$ cat src/rtl/pc_if.sv
// Program-counter bundle: control-side load/increment strobes and target, PC value back to fetch.
// Purely combinational wiring with no flow control; the control unit owns every strobe.
interface pc_if #(
  parameter int WIDTH = 16
);
  logic             en;
  logic             inc;
  logic [WIDTH-1:0] d;
  logic [WIDTH-1:0] o;

  modport master (
    output en,
    output inc,
    output d,
    input  o
  );

  modport slave (
    input  en,
    input  inc,
    input  d,
    output o
  );
endinterface

$ cat src/rtl/pc.sv
// Program counter: one register, updated with priority reset > load > increment > hold; 1-cycle latency.
// No backpressure: a strobe present at a rising edge always takes effect on that edge.
module pc #(
  parameter int               WIDTH        = 16,
  parameter logic [WIDTH-1:0] RESET_VECTOR = '0
) (
  input  logic clk,
  input  logic rst,
  pc_if.slave  bus
);

  localparam logic [WIDTH-1:0] ONE = {{(WIDTH-1){1'b0}}, 1'b1};

  logic [WIDTH-1:0] pc_q;
  logic [WIDTH-1:0] pc_d;

  // Load beats increment, so a taken branch is captured un-incremented; the sum wraps modulo 2^WIDTH.
  always_comb begin
    pc_d = pc_q;
    if (bus.en) begin
      pc_d = bus.d;
    end else if (bus.inc) begin
      pc_d = pc_q + ONE;
    end
  end

  always_ff @(posedge clk or negedge rst) begin
    if (!rst) begin
      pc_q <= RESET_VECTOR;
    end else begin
      pc_q <= pc_d;
    end
  end

  assign bus.o = pc_q;

endmodule

$ cat src/flat_wrapper.sv
// flat-port wrapper written by rule: the top's interface ports become plain ports
module pc_flat 
#(
  parameter int               WIDTH        = 16,
  parameter logic [WIDTH-1:0] RESET_VECTOR = '0
)
  (clk, rst, bus_en, bus_inc, bus_d, bus_o);
  pc_if #(.WIDTH(WIDTH)) bus_i ();
  input  logic clk;
  input  logic rst;
  input wire logic [$bits(bus_i.en)-1:0] bus_en;
  input wire logic [$bits(bus_i.inc)-1:0] bus_inc;
  input wire logic [$bits(bus_i.d)-1:0] bus_d;
  output wire logic [$bits(bus_i.o)-1:0] bus_o;
  assign bus_i.en = bus_en;
  assign bus_i.inc = bus_inc;
  assign bus_i.d = bus_d;
  assign bus_o = bus_i.o;
  pc #(.WIDTH(WIDTH), .RESET_VECTOR(RESET_VECTOR)) u_core (.clk(clk), .rst(rst), .bus(bus_i));
endmodule
$ cat config.mk
export PLATFORM = sky130hd
export DESIGN_NAME = pc_flat
export DESIGN_NICKNAME = d
export VERILOG_FILES = /design/src/rtl/pc_if.sv /design/src/rtl/pc.sv /design/src/flat_wrapper.sv
export SDC_FILE = /design/constraint.sdc
export NUM_CORES = 1
export LEC_CHECK = 0
export BUFFER_PORTS_ARGS = -buffer_cell sky130_fd_sc_hd__buf_2
export CAP_MARGIN = 10
export CORE_UTILIZATION = 50
export DETAILED_ROUTE_END_ITERATION = 8
export PLACE_DENSITY = 0.87
export SKIP_LAST_GASP = 1
export SLEW_MARGIN = 40
export SYNTH_ARGS = -nofsm -noshare
export SYNTH_HDL_FRONTEND = slang
export SYNTH_SLANG_ARGS = --single-unit
$ cat constraint.sdc
create_clock -name clk -period 3.5 [get_ports clk]
set_clock_uncertainty 0.05 [all_clocks]
set_input_delay 0 -clock clk [delete_from_list [all_inputs] [get_ports clk]]
set_output_delay 0 -clock clk [all_outputs]
set_load 0.005 [all_outputs]
==> results.toml <==
[clocking]
clk_path_buf_depth = 2
cts_tree = "yes"
cts_resized = 0
clk_latency_ns = 0.30
cts_buffers = 3
clock-sinks = 16
cts_max_level = 1
clk_pin_slew_ns = 0.10
root_buffer = "clkbuf_4"

[global_route]
grt_pass1_wl_mm = 3.71
grt_pass1_vias = 852
grt_max_degree = 26
antenna_found_initial = 0
grt_use_total_pct = 26.6
grt.overflow.total = 0

[placed_design]
io_buffer_count = 35
place_congestion = 0.832
pre_cts_ws_ns = 1.69
dpl.hpwl_mm = 1.57

[routing]
detail-route-antenna-nets = 0
drt_iter0_markers = 46
routed_wl_mm = 2.31
avgViaCountPerCell = 5.38
drc = 1
wire_per_inst_um = 13.3
firstDrtPassIters = 8
num_vias = 930

[power_and_ir_drop]
combPwrFrac_pct = 21.4
leakage_uw = 0.000561
p_switching_uw = 137
sw_frac_of_total_pct = 30.0
internal-power_uw = 320
irDropWorstVdd_uv = 273
p_seq_share_pct = 50.7
powerDensity_nw_per_um2 = 354
clkPwrFrac_pct = 27.9

[logic_synthesis]
ys_seq_elements = 16
yosysWarnings = 0
ys_async_sr_fraction_pct = 100
synth_enable_flop_cells = 0
seq_area_frac_synth_pct = 44.8
syn-instance-count = 96
synth_ff_type = "dfrtp_1"
syn_area_um2 = 893
synth_cell_types = 25
syn_area_per_cell_um2 = 9.31
syn_nets = 117

[floorplanning]
dieWidth_um = 44.3
start_util_pct = 56.0
coreArea_um2 = 1590
die-area_um2 = 1960
io_pins = 36
fp.dieH_um = 44.3
rows = 14

[outcome]
violations = "design-rule violations"
status = "complete, but fails checks"

[finish]
area_growth_pct = 44.4
drive_gt1_share_pct = 28.9
largest_reg_flops = 16
fillCellCount = 107
nets = 171
diodes = 0

[critical_path]
crit_slowest_cell = "or4_4"
worstSetupEndpoint = "u_core.bus.o[15]$_DFFE_PN0P_"
path_max_fanout = 6
cpPeakStageDelay_ns = 0.56
worstPathCellList = "nand4_4 -> or4_4 -> or3_1 -> a31oi_1"
worstPathArrival_ns = 2.01
r2r-end = "u_core.bus.o[15]$_DFFE_PN0P_"
r2r_cells = 4
cp-startpoint = "u_core.bus.o[0]$_DFFE_PN0P_"
worstSetupStartpointType = "flop"
worstReg2RegStart = "u_core.bus.o[0]$_DFFE_PN0P_"
cp-end-kind = "flop"
required_ns = 3.68
path_class = "reg -> reg"
r2r_slack_ns = 1.67

[sta]
drv_slew = 0
fin_setup_tns_ns = 0
setup_ws_ns = 1.67
fmax_mhz = 546
period_needed_ns = 1.83
period_share_pct = 52.4
rsz0062_at_grt = "false"
worst_pin_slew_ns = 0.397
setup_viol = 0
slew_headroom_pct = 73.3
hold_viol = 0

[job]
max_cap_viol_count = 0

[hold_path]
hp-class = "in -> reg"
==> layout by cell type (no fill, tap or decap), types with 2 or more instances in the layout <==
cell type,synthesis,routed
xor2_1,7,7
a31oi_1,3,3
nand3_1,4,4
o21ai_0,13,13
nor3_1,2,2
or4_1,2,2
dlygate4sd3_1,0,17
buf_2,0,35
o31ai_1,2,2
dfrtp_1,16,16
inv_1,2,2
xnor2_1,5,5
nand4_1,6,6
clkbuf_4,0,3
nand2_1,17,17
nor2_1,4,4
==> power groups by stage <==
| stage | Clock, µW | Combinational [µW] | Sequential, µW |
|---|---|---|---|
| after global placement | 0 | 80.7 | 232 |
| after detailed placement | 0 | 82.8 | 234 |
| after CTS | 129 | 97.9 | 231 |
| after floorplan | 0 | 40.7 | 232 |
| after global routing | 140 | 109 | 235 |
| final | 128 | 97.7 | 232 |
==> per-stage QoR <==
step                std cells  hold WS (ns)  util, %  total power (µW)  cell area (µm²)
CTS                       173        0.0525     80.9               458             1290
finish                    173        0.0594     80.9               457             1290
global placement          152        -0.123     68.0               312             1080
floorplan                  96        -0.346        -               273              893
detailed placement        152        -0.118     68.0               317             1080
global route              173        0.0544     80.9               484             1290
==> routing by layer <==
| metal | track usage, % | share of wire, % | vias to the layer above | wire [µm] |
|---|---|---|---|---|
| met5 | 0 | 0 | - | 0 |
| met4 | 11.5 | 1.9 | 0 | 43 |
| met3 | 6.94 | 6.6 | 6 | 153 |
| met2 | 46.8 | 51 | 52 | 1180 |
| met1 | 30.3 | 40 | 418 | 926 |
| li1 | - | - | 454 | - |
==> cell families after synthesis <==
kind of cell	share of synthesized area, %
simple gates	26.1
compound gates	11.1
flops	44.8
xor+xnor	11.8
buf+inv	2.52
mux	2.38
fa+ha+maj	1.40
==> Yosys cell counts, types with 2 or more instances <==
cell type | number | area [µm²]
inv_1 | 2 | 7.51
clkbuf_1 | 2 | 7.51
dfrtp_1 | 16 | 400
nand4_1 | 6 | 37.5
xor2_1 | 7 | 61.3
nor3_1 | 2 | 10.0
a31oi_1 | 3 | 18.8
o21ai_0 | 13 | 65.1
nor2_1 | 4 | 15.0
o31ai_1 | 2 | 15.0
xnor2_1 | 5 | 43.8
nand2_1 | 17 | 63.8
or4_1 | 2 | 15.0
nand3_1 | 4 | 20.0
==> cell type report <==
| type | instances | area [µm²] | area share [%] |
|---|---|---|---|
| inverter | 2 | 7.51 | 0.582 |
| tap | 24 | 30.0 | 2.33 |
| sequential | 16 | 400 | 31.0 |
| multi-input combinational | 75 | 470 | 36.5 |
| timing repair buffer | 52 | 345 | 26.8 |
| clock buffer | 4 | 36.3 | 2.81 |
==> worst min path at each step <==
stage / endpoint / start / slack [ns] / cells after the start
6_report: u_core.bus.o[0]$_DFFE_PN0P_ / bus_inc / 0.06 / 3
5_1_grt: u_core.bus.o[0]$_DFFE_PN0P_ / bus_inc / 0.05 / 3
4_1_cts: u_core.bus.o[9]$_DFFE_PN0P_ / bus_en / 0.05 / 3
3_5_place_dp: u_core.bus.o[15]$_DFFE_PN0P_ / rst / -0.12 / 1
3_3_place_gp: u_core.bus.o[14]$_DFFE_PN0P_ / rst / -0.12 / 1
2_1_floorplan: u_core.bus.o[0]$_DFFE_PN0P_ / rst / -0.35 / 0
==> critical path, delay by kind of cell (launching register included) <==
family | cells | cell delay [ns]
simple gates | 3 | 1.09
flops | 1 | 0.47
compound gates | 1 | 0.16
==> timing repair <==
item / in CTS / in global routing
buffers inserted: 0 / 0
endpoints found under the hold margin: 32 / 0
hold buffers: 17 / 0
Power figures use the tool's default switching activity.
